**config.mk**
```make
export PLATFORM = sky130hd
export DESIGN_NAME = fetch_sequencer
export DESIGN_NICKNAME = d
export VERILOG_FILES = /design/src/rtl/fetch_sequencer.sv
export SDC_FILE = /design/constraint.sdc
export NUM_CORES = 1
export LEC_CHECK = 0
export CAP_MARGIN = 40
export CORE_MARGIN = 5
export CORE_UTILIZATION = 43
export CTS_CLUSTER_SIZE = 8
export DETAILED_ROUTE_END_ITERATION = 12
export GPL_ROUTABILITY_DRIVEN = 1
export PLACE_DENSITY = 0.81
export SLEW_MARGIN = 40
export SYNTH_ARGS = -nofsm -noshare
export SYNTH_HDL_FRONTEND = slang
export SYNTH_SLANG_ARGS = --single-unit
```
**constraint.sdc**
```tcl
create_clock -name clock -period 2 [get_ports clock]
set_input_delay 0.4 -clock clock [delete_from_list [all_inputs] [get_ports clock]]
set_output_delay 0.4 -clock clock [all_outputs]
set_load 0.02 [all_outputs]
```
**src/rtl/fetch_sequencer.sv**
```systemverilog
// Fetch-stage sequencer: owns the fetch PC, runs the imem req/ack handshake,
// presents fetched words to decode and squashes wrong-path fetches on redirect.
module fetch_sequencer #(
  parameter logic [31:0] EXC_VECTOR = 32'h8000_0180,
  parameter logic [31:0] PC_STEP    = 32'd4
) (
  input  logic        clock,
  input  logic        reset,
  input  logic [31:0] boot_addr,
  input  logic        stall_d,
  input  logic        branch_taken,
  input  logic [31:0] branch_target,
  input  logic        jump,
  input  logic [31:0] jump_target,
  input  logic        exception,
  output logic        imem_req,
  output logic [31:0] imem_addr,
  input  logic        imem_ack,
  output logic [31:0] pc,
  output logic        fetch_valid,
  output logic [31:0] fetch_pc,
  output logic        flush_d,
  output logic        misaligned
);

  typedef enum logic [1:0] {BOOT, REQ, HOLD} state_t;

  state_t      state;
  state_t      next_state;
  logic        pend;
  logic [31:0] pend_target;
  logic        redirect;
  logic [31:0] raw_target;
  logic [31:0] redirect_target;

  // Exception beats jump beats branch; the stored target is always word aligned.
  always_comb begin
    redirect   = exception | jump | branch_taken;
    raw_target = branch_target;
    if (exception)
      raw_target = EXC_VECTOR;
    else if (jump)
      raw_target = jump_target;
    redirect_target = {raw_target[31:2], 2'b00};
  end

  always_ff @(posedge clock) begin
    if (reset)
      state <= BOOT;
    else
      state <= next_state;
  end

  always_comb begin
    next_state = state;
    case (state)
      BOOT: next_state = REQ;
      REQ:  if (imem_req && imem_ack && !redirect && !pend && stall_d)
              next_state = HOLD;
      HOLD: if (redirect || !stall_d)
              next_state = REQ;
      default: next_state = BOOT;
    endcase
  end

  // The cycle right after a delivered word (fetch_valid high in REQ) issues no
  // request, which gives the 1-per-2-cycles streaming rate.
  always_comb begin
    imem_req  = (state == REQ) && !fetch_valid;
    imem_addr = pc;
  end

  always_ff @(posedge clock) begin
    if (reset) begin
      pc          <= '0;
      fetch_pc    <= '0;
      fetch_valid <= 1'b0;
      flush_d     <= 1'b0;
      misaligned  <= 1'b0;
      pend        <= 1'b0;
      pend_target <= '0;
    end else begin
      flush_d <= (state != BOOT) && redirect;
      if ((state != BOOT) && redirect && (raw_target[1:0] != 2'b00))
        misaligned <= 1'b1;
      case (state)
        BOOT: begin
          pc          <= boot_addr & ~32'd3;
          fetch_valid <= 1'b0;
        end
        REQ: begin
          if (!imem_req) begin
            fetch_valid <= 1'b0;
            if (redirect)
              pc <= redirect_target;
          end else if (imem_ack) begin
            // A word acked after (or alongside) a redirect is from the wrong path.
            if (redirect || pend) begin
              pc   <= redirect ? redirect_target : pend_target;
              pend <= 1'b0;
            end else begin
              fetch_valid <= 1'b1;
              fetch_pc    <= pc;
              if (!stall_d)
                pc <= pc + PC_STEP;
            end
          end else if (redirect) begin
            pend        <= 1'b1;
            pend_target <= redirect_target;
          end
        end
        HOLD: begin
          if (redirect) begin
            fetch_valid <= 1'b0;
            pc          <= redirect_target;
          end else if (!stall_d) begin
            fetch_valid <= 1'b0;
            pc          <= pc + PC_STEP;
          end
        end
        default: ;
      endcase
    end
  end

endmodule
```
==> flow_summary.html <==
<table>
<tr><th>Metric</th><th>Value</th></tr>
<tr><th colspan="2">Run status</th></tr>
<tr><td>Result of the run</td><td>finished, violations left</td></tr>
<tr><td>Violations in the final reports</td><td>negative setup slack</td></tr>
<tr><th colspan="2">Clock tree</th></tr>
<tr><td>Number of clock sinks</td><td>102</td></tr>
<tr><td>Total clock buffers created by CTS</td><td>9</td></tr>
<tr><td>Clock network latency to the later pin of the worst-skew pair</td><td>0.37 ns</td></tr>
<tr><td>Register clock-pin slew on the reported worst setup and hold paths</td><td>0.07 ns</td></tr>
<tr><td>CTS root buf</td><td>clkbuf_16</td></tr>
<tr><td>CTS tree</td><td>done</td></tr>
<tr><td>Number of H-tree levels</td><td>3</td></tr>
<tr><td>Buffer depth of the longest clock path</td><td>2</td></tr>
<tr><td># hold bufs at CTS</td><td>0</td></tr>
<tr><th colspan="2">Routing</th></tr>
<tr><td>Routed vias/inst</td><td>5.93</td></tr>
<tr><td>Count of routing violations after the opening detailed-route iteration</td><td>1104</td></tr>
<tr><td>Wirelength per Cell</td><td>19.9 um</td></tr>
<tr><td>Routed wire length</td><td>27300 um</td></tr>
<tr><td>Count of antenna-violating nets left after detailed routing</td><td>0</td></tr>
<tr><td>Overall via count from detail_route</td><td>8116</td></tr>
<tr><td>Count of TritonRoute iterations in the first routing pass</td><td>6</td></tr>
<tr><td>Drc violations</td><td>0</td></tr>
<tr><th colspan="2">Placement</th></tr>
<tr><td>Worst slack at placement</td><td>-0.622 ns</td></tr>
<tr><td>Quantity of I/O buffers inserted on ports</td><td>200</td></tr>
<tr><td>DP HPWL</td><td>19500 um</td></tr>
<tr><td>GP Congestion</td><td>0.952</td></tr>
<tr><th colspan="2">Setup path</th></tr>
<tr><td>Cells along the critical path</td><td>inv_6 &gt; ha_4 &gt; nor3b_4 &gt; a211oi_4 &gt; buf_4 &gt; and3_4 &gt; a21oi_4 &gt; o32ai_2 &gt; or3_4</td></tr>
<tr><td>Number of buffers and inverters on the critical path</td><td>2</td></tr>
<tr><td>Worst setup EP type</td><td>flop</td></tr>
<tr><td>Crit Path Category</td><td>reg2reg</td></tr>
<tr><td>Max FO, Critical Path</td><td>6</td></tr>
<tr><td>Dominant delay contributor by cell family on the critical path</td><td>simple AND/OR/NAND/NOR gates</td></tr>
<tr><td>Largest stage delay, worst path</td><td>0.41 ns</td></tr>
<tr><td>Type of element launching the critical path</td><td>flop</td></tr>
<tr><td>Data arrival time of the critical path</td><td>2.35 ns</td></tr>
<tr><td>Master of the slowest instance on the critical path</td><td>or3_4</td></tr>
<tr><td>Critical path data required time</td><td>2.24 ns</td></tr>
<tr><th colspan="2">Global route</th></tr>
<tr><td>Total congestion overflow after global routing</td><td>0</td></tr>
<tr><td>Number of global-route vias before repair</td><td>7628</td></tr>
<tr><td>Largest net degree at the start of global routing</td><td>61</td></tr>
<tr><td>Number of antenna violations at the first check in global routing</td><td>0</td></tr>
<tr><td>Wire length of the first global-routing pass</td><td>40800 um</td></tr>
<tr><td>GRT Overall Usage</td><td>28.3%</td></tr>
<tr><th colspan="2">Yosys</th></tr>
<tr><td>Cell taking the most area after synthesis</td><td>dfxtp_1</td></tr>
<tr><td>Number of nets produced by synthesis</td><td>984</td></tr>
<tr><td>Top flip-flop cell by instance count after synthesis</td><td>dfxtp_1</td></tr>
<tr><td>Area share of the largest cell type after synthesis</td><td>31.0%</td></tr>
<tr><td>Share of synthesized area occupied by flip-flops and latches</td><td>31.0%</td></tr>
<tr><td>Count of flip-flops with a built-in enable after synthesis</td><td>0</td></tr>
<tr><td>Seq cells post-synth</td><td>102</td></tr>
<tr><td>Netlist area before placement</td><td>6590 um^2</td></tr>
<tr><td>Cell count after synthesis</td><td>874</td></tr>
<tr><td>Fraction of registers with async set/reset</td><td>0%</td></tr>
<tr><td>Synthesis Warnings</td><td>0</td></tr>
<tr><td>Post-synthesis cell type count</td><td>76</td></tr>
<tr><td>Synth Area per Inst</td><td>7.54 um^2</td></tr>
<tr><td>Main area contributors after synthesis</td><td>dfxtp_1 31%, nand2_1 8.0%, a21oi_1 7.5%</td></tr>
<tr><th colspan="2">Finish</th></tr>
<tr><td>Area overhead of the layout relative to synthesis</td><td>63.4%</td></tr>
<tr><td>Number of fill cells in the layout</td><td>1136</td></tr>
<tr><td>Layout net count</td><td>1286</td></tr>
<tr><td>Fraction of final layout cells with drive strength greater than 1</td><td>28.5%</td></tr>
<tr><td># diodes</td><td>0</td></tr>
<tr><td>Core Util, Final</td><td>71.3%</td></tr>
<tr><th colspan="2">Power and ir drop</th></tr>
<tr><td>Maximum resistive drop on vdd</td><td>0.716 mV</td></tr>
<tr><td>Total power divided by cell area</td><td>1190 nW/um^2</td></tr>
<tr><td>Leakage power of the design</td><td>4.11 nW</td></tr>
<tr><th colspan="2">STA</th></tr>
<tr><td>Sum of negative setup slack</td><td>-0.672 ns</td></tr>
<tr><td>Achievable Freq</td><td>0.474 GHz</td></tr>
<tr><td>Clock Skew</td><td>0.0153 ns</td></tr>
<tr><td>Setup repair after global routing missed its margin</td><td>yes</td></tr>
<tr><td>Final count of negative-setup-slack endpoints</td><td>17</td></tr>
<tr><td>Min cycle time layout</td><td>2.11 ns</td></tr>
<tr><td>Relative slew slack</td><td>51.9%</td></tr>
<tr><td>Final max-slew violation count</td><td>0</td></tr>
<tr><td>Setup WS post-layout</td><td>-0.108 ns</td></tr>
<tr><td>Least-Margin Pin Slew</td><td>0.721 ns</td></tr>
<tr><td>Final worst path period share</td><td>105%</td></tr>
<tr><td>Final Hold Violating Endpoints</td><td>0</td></tr>
<tr><th colspan="2">Floorplan</th></tr>
<tr><td>Height of the die</td><td>134 um</td></tr>
<tr><td>I/O pin count</td><td>203</td></tr>
<tr><td>Std-Cell Core Area</td><td>15100 um^2</td></tr>
<tr><td>Initial core utilization</td><td>43.7%</td></tr>
<tr><td>Number of placement rows</td><td>45</td></tr>
<tr><td>Die footprint</td><td>17900 um^2</td></tr>
<tr><td>DIE WIDTH</td><td>134 um</td></tr>
<tr><th colspan="2">Flow run</th></tr>
<tr><td>Maxcap violations</td><td>0</td></tr>
<tr><th colspan="2">Hold path</th></tr>
<tr><td>Hold/Removal Path Class</td><td>reg2reg</td></tr>
</table>
-- final timing paths --
path / endpoint / startpoint / depth (start not counted) / slack, ns
max: imem_addr[31]$_SDFFE_PP0P_ / state[1]$_SDFFE_PP0P_ / 9 / -0.11
min: fetch_pc[4]$_SDFFE_PP0P_ / fetch_pc[4]$_SDFFE_PP0P_ / 2 / 0.45
max reg2reg: imem_addr[31]$_SDFFE_PP0P_ / state[1]$_SDFFE_PP0P_ / 9 / -0.11
min reg2reg: fetch_pc[4]$_SDFFE_PP0P_ / fetch_pc[4]$_SDFFE_PP0P_ / 2 / 0.45
-- where the power goes --
group / switching [mW] / internal (mW) / leakage, nW
Sequential: 0.369 / 2.43 / 0.836
Combinational: 4.38 / 3.82 / 3.14
Clock: 0.843 / 0.921 / 0.143
Total: 5.59 / 7.18 / 4.11
-- final cells by class --
type / instances / area, um^2 / share of cell area, %
multi-input combinational: 665 / 4540 / 42.2
tap: 188 / 235 / 2.19
timing repair buffer: 386 / 3580 / 33.2
inverter: 12 / 53.8 / 0.500
clock buffer: 12 / 256 / 2.38
sequential: 102 / 2070 / 19.2
clock inverter: 4 / 31.3 / 0.291
-- kinds of logic after synthesis --
logic type	after synthesis	synth area share [%]
multiplexers	29	4.41
AND/OR/NAND/NOR	365	26.9
AO/OA/AOI/OAI	246	24.3
XOR/XNOR	18	2.39
buffers and inverters	107	9.67
adder cells (fa/ha/maj)	7	1.33
flip-flops	102	31.0
-- cells in the mapped netlist, types with 13 or more instances --
cell / n
a21oi_1: 99
and3_1: 13
buf_2: 16
buf_4: 35
clkbuf_1: 33
dfxtp_1: 102
mux2i_1: 29
nand2_1: 140
nand3_1: 21
nor2_1: 88
nor3_1: 28
o21ai_0: 37
-- through the flow --
step	area, um^2	cells	hold WS, ns	total power, mW
after floorplan	6680	874	0.431	6.61
after global placement	9510	1320	0.438	9.46
after detailed placement	9510	1320	0.446	9.55
after CTS	10200	1353	0.455	11.8
after global routing	10800	1369	0.468	13.3
final	10800	1369	0.451	12.8
-- metal layers --
layer	share of wire, %	global-route usage [%]
met1	40	37.7
met2	46	45.8
met3	10	5.85
met4	3.2	9.71
met5	0	0
-- sequential cells by signal (all words and copies together), names as in the netlist --
register     count
pend             1
state            2
flush_d          1
fetch_pc        32
pend_target     32
imem_addr       32
fetch_valid      1
misaligned       1
-- cell usage in the layout, fill, tap and decap left out, drive strengths merged, types with 5 or more instances in the layout --
cell / instances
nand3: 21
o31ai: 5
mux2i: 29
xor2: 7
o311ai: 5
nor2b: 9
inv: 11
nor3: 30
a31oi: 6
a211o: 7
o21ai: 38
and3: 17
o221ai: 8
buf: 189
nand4: 12
or3: 6
xnor2: 11
o211ai: 11
nand2: 140
a2111oi: 6
a211oi: 11
clkinv: 5
a311oi: 5
clkbuf: 13
a21oi: 99
and2: 5
a221oi: 7
ha: 7
dfxtp: 102
nand2b: 7
nor4: 11
clkdlybuf4s50: 192
nor2: 88
-- tightest hold or removal path, cell delays in order (launching register included) --
cell and delay (ns):
dfxtp_1 0.31, nand2_1 0.05, a21oi_1 0.05
-- repair_timing --
| item | CTS | global route |
|---|---|---|
| resized for setup | 71 | 120 |
| setup buffers | 17 | 19 |
| cloned | 1 | 0 |
| endpoints found under the hold margin | 0 | 0 |
| pin swaps | 24 | 55 |
| endpoints found under the setup margin | 67 | 69 |
No activity file was read; power rests on OpenSTA's default activity.
